File: config.mk
export PLATFORM = sky130hd
export DESIGN_NAME = mmio_uart_fifo_interface_flat
export DESIGN_NICKNAME = d
export VERILOG_FILES = /design/src/rtl/mmio_uart_fifo_interface_if.sv /design/src/rtl/mmio_uart_fifo_interface.sv /design/src/flat_wrapper.sv
export SDC_FILE = /design/constraint.sdc
export NUM_CORES = 1
export LEC_CHECK = 0
export ABC_AREA = 1
export CAP_MARGIN = 20
export CORE_ASPECT_RATIO = 0.9
export CORE_MARGIN = 2
export CORE_UTILIZATION = 45
export CTS_CLUSTER_DIAMETER = 60
export DETAILED_ROUTE_END_ITERATION = 16
export PLACE_DENSITY_LB_ADDON = 0.05
export SLEW_MARGIN = 5
export SYNTH_ARGS = -nofsm -noshare
export SYNTH_HDL_FRONTEND = slang
export SYNTH_SLANG_ARGS = --single-unit
File: constraint.sdc
create_clock -name clk -period 3.7 [get_ports clk]
set_clock_uncertainty 0.15 [all_clocks]
set_input_delay 1.11 -clock clk [delete_from_list [all_inputs] [get_ports clk]]
set_output_delay 1.11 -clock clk [all_outputs]
set_load 0.01 [all_outputs]
File: src/rtl/mmio_uart_fifo_interface_if.sv
// CPU data-memory port plus UART TX/RX side signals for the MMIO UART bridge.
// Latency: n/a (signal bundle only).
// Backpressure: n/a; the bridge drops pushes into a full FIFO and flags the overflow.
//
// master: CPU / UART environment side (drives the bus and the UART inputs)
// slave : the bridge (decodes the bus, drives tx byte/start and load data)
interface mmio_uart_fifo_interface_if;
    logic [31:0] data_memory_address;
    logic [31:0] data_memory_write_data;
    logic        data_memory_write_enable;
    logic        data_memory_read_enable;
    logic        UART_busy;
    logic [7:0]  uart_rx_data;
    logic        uart_rx_valid;
    logic [7:0]  mmio_uart_tx_data;
    logic        mmio_uart_tx_start;
    logic [31:0] mmio_read_data;
    logic        mmio_hit;

    modport master (
        output data_memory_address, data_memory_write_data,
               data_memory_write_enable, data_memory_read_enable,
               UART_busy, uart_rx_data, uart_rx_valid,
        input  mmio_uart_tx_data, mmio_uart_tx_start, mmio_read_data, mmio_hit
    );

    modport slave (
        input  data_memory_address, data_memory_write_data,
               data_memory_write_enable, data_memory_read_enable,
               UART_busy, uart_rx_data, uart_rx_valid,
        output mmio_uart_tx_data, mmio_uart_tx_start, mmio_read_data, mmio_hit
    );
endinterface

File: src/rtl/mmio_uart_fifo_interface.sv
// MMIO bridge: CPU stores into a TX FIFO drained to the UART, RX bytes buffered for polling.
// Latency: loads are combinational; a pushed TX byte launches 1 cycle later when the UART is idle.
// Backpressure: none to the CPU; pushes into a full FIFO are dropped and set a sticky overflow flag.
//
// Ports: clk, reset_n (async active-low); bus (slave modport): CPU address/data/strobes,
// UART_busy, uart_rx_data/valid in; mmio_uart_tx_data/start, mmio_read_data, mmio_hit out.
module mmio_uart_fifo_interface #(
    parameter logic [31:0] BASE_ADDR   = 32'h1001_0000,
    parameter int          TX_DEPTH    = 8,
    parameter int          RX_DEPTH    = 8,
    parameter int          ACK_TIMEOUT = 4
) (
    input  logic                         clk,
    input  logic                         reset_n,
    mmio_uart_fifo_interface_if.slave    bus
);
    localparam int TX_AW = $clog2(TX_DEPTH);
    localparam int RX_AW = $clog2(RX_DEPTH);
    localparam int TX_LW = TX_AW + 1;
    localparam int RX_LW = RX_AW + 1;

    typedef enum logic [1:0] {S_IDLE, S_WAIT_ACK, S_WAIT_DONE} state_t;

    // ---------------- address decode ----------------
    // Subtracting the base makes addresses below the window wrap to huge values,
    // so a single unsigned compare covers both window edges.
    logic [31:0] w_off;
    logic        w_hit;
    logic [1:0]  w_idx;
    logic        w_wr_tx, w_wr_ctrl, w_rd_rx;
    logic        w_unused;

    assign w_off     = bus.data_memory_address - BASE_ADDR;
    assign w_hit     = (w_off < 32'd16);
    assign w_idx     = w_off[3:2];
    assign w_wr_tx   = bus.data_memory_write_enable & w_hit & (w_idx == 2'd0);
    assign w_wr_ctrl = bus.data_memory_write_enable & w_hit & (w_idx == 2'd3);
    assign w_rd_rx   = bus.data_memory_read_enable  & w_hit & (w_idx == 2'd2);
    assign w_unused  = ^bus.data_memory_write_data[31:8];

    // ---------------- TX FIFO ----------------
    logic [7:0]       r_tx_mem [TX_DEPTH];
    logic [TX_AW-1:0] r_tx_wptr, r_tx_rptr;
    logic [TX_LW-1:0] r_tx_level;
    logic             r_tx_ovf;
    logic             w_tx_empty, w_tx_full, w_tx_flush, w_tx_push_req, w_tx_push, w_tx_pop;

    assign w_tx_empty    = (r_tx_level == '0);
    assign w_tx_full     = (r_tx_level == TX_LW'(TX_DEPTH));
    assign w_tx_flush    = w_wr_ctrl & bus.data_memory_write_data[2];
    assign w_tx_push_req = w_wr_tx & ~w_tx_flush;
    assign w_tx_push     = w_tx_push_req & (~w_tx_full | w_tx_pop);

    always_ff @(posedge clk) begin
        if (w_tx_push) r_tx_mem[r_tx_wptr] <= bus.data_memory_write_data[7:0];
    end

    always_ff @(posedge clk or negedge reset_n) begin
        if (!reset_n) begin
            r_tx_wptr  <= '0;
            r_tx_rptr  <= '0;
            r_tx_level <= '0;
            r_tx_ovf   <= 1'b0;
        end else begin
            if (w_tx_flush) begin
                r_tx_wptr  <= '0;
                r_tx_rptr  <= '0;
                r_tx_level <= '0;
            end else begin
                if (w_tx_push) r_tx_wptr <= r_tx_wptr + TX_AW'(1);
                if (w_tx_pop)  r_tx_rptr <= r_tx_rptr + TX_AW'(1);
                r_tx_level <= r_tx_level + TX_LW'(w_tx_push) - TX_LW'(w_tx_pop);
            end
            // a new overflow beats a same-cycle clear
            if (w_tx_push_req & w_tx_full & ~w_tx_pop) r_tx_ovf <= 1'b1;
            else if (w_wr_ctrl & bus.data_memory_write_data[0]) r_tx_ovf <= 1'b0;
        end
    end

    // ---------------- RX FIFO ----------------
    logic [7:0]       r_rx_mem [RX_DEPTH];
    logic [RX_AW-1:0] r_rx_wptr, r_rx_rptr;
    logic [RX_LW-1:0] r_rx_level;
    logic             r_rx_ovf;
    logic             w_rx_empty, w_rx_full, w_rx_flush, w_rx_push_req, w_rx_push, w_rx_pop;
    logic [7:0]       w_rx_head;

    assign w_rx_empty    = (r_rx_level == '0);
    assign w_rx_full     = (r_rx_level == RX_LW'(RX_DEPTH));
    assign w_rx_flush    = w_wr_ctrl & bus.data_memory_write_data[3];
    assign w_rx_push_req = bus.uart_rx_valid & ~w_rx_flush;
    // a load of an empty FIFO pops nothing, so a same-cycle push into empty survives
    assign w_rx_pop      = w_rd_rx & ~w_rx_empty;
    assign w_rx_push     = w_rx_push_req & (~w_rx_full | w_rx_pop);
    assign w_rx_head     = w_rx_empty ? 8'h00 : r_rx_mem[r_rx_rptr];

    always_ff @(posedge clk) begin
        if (w_rx_push) r_rx_mem[r_rx_wptr] <= bus.uart_rx_data;
    end

    always_ff @(posedge clk or negedge reset_n) begin
        if (!reset_n) begin
            r_rx_wptr  <= '0;
            r_rx_rptr  <= '0;
            r_rx_level <= '0;
            r_rx_ovf   <= 1'b0;
        end else begin
            if (w_rx_flush) begin
                r_rx_wptr  <= '0;
                r_rx_rptr  <= '0;
                r_rx_level <= '0;
            end else begin
                if (w_rx_push) r_rx_wptr <= r_rx_wptr + RX_AW'(1);
                if (w_rx_pop)  r_rx_rptr <= r_rx_rptr + RX_AW'(1);
                r_rx_level <= r_rx_level + RX_LW'(w_rx_push) - RX_LW'(w_rx_pop);
            end
            if (w_rx_push_req & w_rx_full & ~w_rx_pop) r_rx_ovf <= 1'b1;
            else if (w_wr_ctrl & bus.data_memory_write_data[1]) r_rx_ovf <= 1'b0;
        end
    end

    // ---------------- TX handshake FSM ----------------
    state_t     r_state, w_state_nxt;
    logic [7:0] r_cnt, w_cnt_nxt;
    logic [7:0] r_tx_data, w_tx_data_nxt;
    logic       r_tx_start, w_tx_start_nxt;

    always_ff @(posedge clk or negedge reset_n) begin
        if (!reset_n) begin
            r_state    <= S_IDLE;
            r_cnt      <= 8'h00;
            r_tx_data  <= 8'h00;
            r_tx_start <= 1'b0;
        end else begin
            r_state    <= w_state_nxt;
            r_cnt      <= w_cnt_nxt;
            r_tx_data  <= w_tx_data_nxt;
            r_tx_start <= w_tx_start_nxt;
        end
    end

    always_comb begin
        w_state_nxt    = r_state;
        w_cnt_nxt      = r_cnt;
        w_tx_data_nxt  = r_tx_data;
        w_tx_start_nxt = 1'b0;
        w_tx_pop       = 1'b0;
        case (r_state)
            S_IDLE: begin
                if (!w_tx_empty && !bus.UART_busy) begin
                    w_tx_data_nxt  = r_tx_mem[r_tx_rptr];
                    w_tx_start_nxt = 1'b1;
                    w_tx_pop       = 1'b1;
                    w_cnt_nxt      = 8'h00;
                    w_state_nxt    = S_WAIT_ACK;
                end
            end
            S_WAIT_ACK: begin
                // no ack within the window: treat the byte as sent and move on
                if (bus.UART_busy)                        w_state_nxt = S_WAIT_DONE;
                else if (r_cnt == 8'(ACK_TIMEOUT - 1))   w_state_nxt = S_IDLE;
                else                                      w_cnt_nxt   = r_cnt + 8'd1;
            end
            S_WAIT_DONE: begin
                if (!bus.UART_busy) w_state_nxt = S_IDLE;
            end
            default: w_state_nxt = S_IDLE;
        endcase
    end

    // ---------------- load data / outputs ----------------
    logic [31:0] w_status, w_rdata;
    logic        w_tx_busy;

    assign w_tx_busy = (r_state != S_IDLE) | ~w_tx_empty;
    assign w_status  = {8'h00, 8'(r_rx_level), 8'(r_tx_level), 3'b000,
                        r_rx_ovf, r_tx_ovf, ~w_rx_empty, w_tx_full, w_tx_busy};

    always_comb begin
        w_rdata = 32'h0;
        if (w_hit) begin
            case (w_idx)
                2'd1:    w_rdata = w_status;
                2'd2:    w_rdata = {24'h0, w_rx_head};
                default: w_rdata = 32'h0;
            endcase
        end
    end

    assign bus.mmio_read_data     = w_rdata;
    assign bus.mmio_hit           = w_hit;
    assign bus.mmio_uart_tx_data  = r_tx_data;
    assign bus.mmio_uart_tx_start = r_tx_start;
endmodule

File: src/flat_wrapper.sv
// flat-port wrapper written by rule: the top's interface ports become plain ports
module mmio_uart_fifo_interface_flat 
#(
    parameter logic [31:0] BASE_ADDR   = 32'h1001_0000,
    parameter int          TX_DEPTH    = 8,
    parameter int          RX_DEPTH    = 8,
    parameter int          ACK_TIMEOUT = 4
)
  (clk, reset_n, bus_data_memory_address, bus_data_memory_write_data, bus_data_memory_write_enable, bus_data_memory_read_enable, bus_UART_busy, bus_uart_rx_data, bus_uart_rx_valid, bus_mmio_uart_tx_data, bus_mmio_uart_tx_start, bus_mmio_read_data, bus_mmio_hit);
  mmio_uart_fifo_interface_if bus_i ();
  input  logic clk;
  input  logic reset_n;
  input wire logic [$bits(bus_i.data_memory_address)-1:0] bus_data_memory_address;
  input wire logic [$bits(bus_i.data_memory_write_data)-1:0] bus_data_memory_write_data;
  input wire logic [$bits(bus_i.data_memory_write_enable)-1:0] bus_data_memory_write_enable;
  input wire logic [$bits(bus_i.data_memory_read_enable)-1:0] bus_data_memory_read_enable;
  input wire logic [$bits(bus_i.UART_busy)-1:0] bus_UART_busy;
  input wire logic [$bits(bus_i.uart_rx_data)-1:0] bus_uart_rx_data;
  input wire logic [$bits(bus_i.uart_rx_valid)-1:0] bus_uart_rx_valid;
  output wire logic [$bits(bus_i.mmio_uart_tx_data)-1:0] bus_mmio_uart_tx_data;
  output wire logic [$bits(bus_i.mmio_uart_tx_start)-1:0] bus_mmio_uart_tx_start;
  output wire logic [$bits(bus_i.mmio_read_data)-1:0] bus_mmio_read_data;
  output wire logic [$bits(bus_i.mmio_hit)-1:0] bus_mmio_hit;
  assign bus_i.data_memory_address = bus_data_memory_address;
  assign bus_i.data_memory_write_data = bus_data_memory_write_data;
  assign bus_i.data_memory_write_enable = bus_data_memory_write_enable;
  assign bus_i.data_memory_read_enable = bus_data_memory_read_enable;
  assign bus_i.UART_busy = bus_UART_busy;
  assign bus_i.uart_rx_data = bus_uart_rx_data;
  assign bus_i.uart_rx_valid = bus_uart_rx_valid;
  assign bus_mmio_uart_tx_data = bus_i.mmio_uart_tx_data;
  assign bus_mmio_uart_tx_start = bus_i.mmio_uart_tx_start;
  assign bus_mmio_read_data = bus_i.mmio_read_data;
  assign bus_mmio_hit = bus_i.mmio_hit;
  mmio_uart_fifo_interface #(.BASE_ADDR(BASE_ADDR), .TX_DEPTH(TX_DEPTH), .RX_DEPTH(RX_DEPTH), .ACK_TIMEOUT(ACK_TIMEOUT)) u_core (.clk(clk), .reset_n(reset_n), .bus(bus_i));
endmodule
==> results by group <==
GRT
  • Total track usage: between 15 and 20%
  • Largest net degree at the start of global routing: 42
  • First-pass GRT wire length: 27,100 µm
  • Total grt overflow: 0
  • Antenna violations before repair: 0
  • Vias in the first global route: between 5k and 6k

Synthesis
  • Synth area leaders: edfxtp_1 (50%), dfrtp_1 (13%), nor2_1 (5.5%)
  • Total number of yosys warnings: 0
  • Count of state elements after synthesis: 169
  • Synth area leader: edfxtp_1
  • Synth top area share: approximately half
  • Post-Syn Area: 0.00771 mm²
  • Syn Inst Count: around 700
  • Syn Area/Cell: between 10 and 15 µm²
  • Synth async-reset ratio: around a quarter
  • Unique masters post-synth: 41
  • Ys flop type: edfxtp_1
  • Sequential-to-total area share from yosys stat: between 60% and 70%
  • Post-synth EDFFs: approximately 130

Detailed routing
  • Post-route antenna net violation count: 0
  • Routed WL per cell: around 16 µm
  • Drt via density: around 5.2
  • Via count: between 5k and 6k
  • Residual DRC count: 0
  • Initial drt markers: slightly below 300
  • WL final: 17,100 µm
  • First drt pass iteration count: 6

Clock tree
  • Clk root buf: clkbuf_16
  • CTS tree: built
  • Clk Latency, worst-skew pair: approximately 0.42 ns
  • CTS HTree Levels: 4
  • Worst-case clock buffer depth: 2
  • Reg clk slew, reported paths: roughly 0.06 ns
  • CTS sink cnt: between 150 and 200
  • Hold_buf cts: 0
  • Total CTS buffers: 17

Power and ir drop
  • Total power: 5790 µW
  • P_leak: about 0.0039 µW
  • Peak supply drop: between 0.0003 and 0.0004 V
  • Pwr/cell area: slightly below 600 mW/mm²

STA
  • Final worst slack: -0.0556 ns
  • Hold Violations, Final: 0
  • Setup violations, final: 11
  • Max Slew Vio Count: 0
  • Unrepaired setup endpoints after global routing: yes
  • Slew HR: 34.6%
  • Timing-limited maximum frequency: approximately 270 MHz
  • Slew @ Worst Pin: roughly 1 ns
  • Period utilization: 102%
  • Final min period: ~3.8 ns

Placed design
  • Placer Congestion: between 0.8 and 0.9
  • Pre-CTS setup slack: -0.931 ns
  • Cell Area, Placed: approximately 0.009 mm²
  • Port-buffer cells: 77
  • Hpwl dp: roughly 11,000 µm

Outcome
  • Failing checks: negative setup slack
  • Status: finished with violations

Floorplan
  • Die height: 128 µm
  • Total core area: 0.0168 mm²
  • Die W: between 100 and 150 µm
  • Site Rows: 45
  • IO Count: 120
  • Starting Density: 45.8%
  • Die area: around 0.018 mm²

Cells and area
  • Design area: slightly below 0.01 mm²
  • Diode count: 0
  • Share of layout cells above drive strength 1: a little over a fifth
  • Final #Nets: between 900 and 1k
  • Area growth, synth to finish: 26.2%

Critical path
  • Worst endpoint data arrival time: ~2.5 ns
  • Endpoint type of the worst setup path: output pin
  • Crit path kind: in -> out
  • Data required, critical path: roughly 2.4 ns
  • Crit-path max FO: 8
  • CP Launch Type: input pin

Hold path
  • Hold crit path type: reg -> reg

Job
  • Maxcap violations: 0
final timing paths:
| kind | slack [ns] | end | depth (start not counted) | from |
|---|---|---|---|---|
| setup / recovery | -0.06 | bus_mmio_read_data[10] | 11 | bus_data_memory_address[25] |
| hold / removal | 0.33 | u_core.bus.mmio_uart_tx_data[1]$_DFFE_PN0P_ | 2 | u_core.bus.mmio_uart_tx_data[1]$_DFFE_PN0P_ |
| setup reg to reg | 1.06 | u_core.r_rx_level[2]$_DFF_PN0_ | 15 | u_core.r_rx_level[2]$_DFF_PN0_ |
| hold reg to reg | 0.33 | u_core.bus.mmio_uart_tx_data[1]$_DFFE_PN0P_ | 2 | u_core.bus.mmio_uart_tx_data[1]$_DFFE_PN0P_ |
| max in group asynchronous | 2.10 | u_core.r_rx_level[2]$_DFF_PN0_ | 1 | reset_n |
| min in group asynchronous | 0.69 | u_core.r_cnt[2]$_DFFE_PN0P_ | 1 | reset_n |
cell families (layout without fill, tap and decap cells):
group           after synthesis  count (layout)  synth area share (%)
simple gates                249             249                  14.4
flops                       169             169                  63.1
compound gates              128             128                  10.3
buf+inv                     111             235                  6.21
fa+ha+maj                    23              23                  3.93
mux                          11              11                  1.43
xor+xnor                      5               5                 0.568
other cells                   1              16                0.0486
state kept, by name (all words and copies together), names as in the netlist, 2 cells and up:
name,count
u_core.bus.mmio_uart_tx_data,8
u_core.r_rx_mem,64
u_core.r_tx_wptr,3
u_core.r_rx_level,4
u_core.r_tx_rptr,3
u_core.r_tx_mem,64
u_core.r_cnt,8
u_core.r_rx_wptr,3
u_core.r_state,2
u_core.r_rx_rptr,3
u_core.r_tx_level,4
through the flow:
| stage | TNS (ns) | cells | hold WS [ns] | utilization (%) |
|---|---|---|---|---|
| 2_1_floorplan | 0 | 712 | 0.320 | - |
| 3_5_place_dp | -24.00 | 1007 | 0.317 | 53.5 |
| 3_3_place_gp | -20.79 | 1007 | 0.313 | 53.5 |
| 5_1_grt | -1.22 | 1047 | 0.348 | 57.8 |
| 4_1_cts | -0.00965 | 1045 | 0.333 | 57.4 |
| 6_report | -0.324 | 1047 | 0.328 | 57.8 |
what timing repair did:
action	CTS	global route
pin swaps	40	19
resized for setup	211	17
buffers inserted	6	2
setup endpoints to repair	17	17
critical path, stage by stage:
cell and delay [ns]:
clkdlybuf4s15_1 0.19, nor2_2 0.14, and2_4 0.17, nand2_2 0.06, nand2_2 0.07, nand3_4 0.09
nor2_8 0.16, buf_6 0.14, nand2_8 0.10, nor2_4 0.14, buf_6 0.11
Yosys cell counts, types with 2 or more instances:
| cell type | number |
|---|---|
| nor3_1 | 13 |
| clkbuf_1 | 18 |
| nor2_1 | 112 |
| nor4_1 | 2 |
| inv_1 | 70 |
| buf_4 | 16 |
| o211ai_1 | 10 |
| a21oi_1 | 14 |
| nor2_4 | 2 |
| o21ai_0 | 68 |
| dfrtp_1 | 41 |
| buf_1 | 4 |
| nand2_4 | 2 |
| ha_1 | 21 |
| fa_1 | 2 |
| nand2_2 | 6 |
| nand3_1 | 19 |
| o32ai_1 | 5 |
| buf_2 | 2 |
| nor2_2 | 6 |
| xor2_1 | 3 |
| edfxtp_1 | 128 |
| o22ai_1 | 8 |
| o221ai_1 | 19 |
| xnor2_1 | 2 |
| nand2_1 | 74 |
| mux2i_1 | 11 |
| nand4_1 | 6 |
placed cells by master, fill, tap and decap left out, types with 17 or more instances in the layout:
master / netlist / routed
edfxtp_1: 128 / 128
nor2_1: 112 / 96
nand2_1: 74 / 69
o21ai_0: 68 / 68
inv_1: 70 / 66
buf_4: 16 / 49
dfrtp_1: 41 / 41
clkdlybuf4s50_1: 0 / 29
buf_2: 2 / 25
o221ai_1: 19 / 19
ha_1: 21 / 19
clkbuf_16: 0 / 17
layout make-up:
cell class                 instances  area, µm²
fill                            1392       7100
tap                              211        264
clock inverter                    12        150
timing repair buffer             132       1140
clock buffer                      20        437
inverter                          71        267
sequential                       169       4870
multi-input combinational        432       2610
metal layers:
| layer | GRT usage (%) | part of all wire (%) | vias up |
|---|---|---|---|
| met3 | 4.30 | 3.5 | 13 |
| li1 | - | - | 2650 |
| met1 | 23.0 | 42 | 2640 |
| met5 | 0 | 0 | - |
| met2 | 36.3 | 54 | 113 |
| met4 | 6.24 | 0.87 | 0 |
report_power, final:
| group | leakage (µW) | internal (µW) | switching, µW | total [µW] |
|---|---|---|---|---|
| combinational | 0.00194 | 621 | 949 | 1570 |
| clock | 0.000282 | 1060 | 707 | 1770 |
| sequential | 0.00166 | 2310 | 140 | 2450 |
Note: power is estimated with default switching activity, not from simulation.
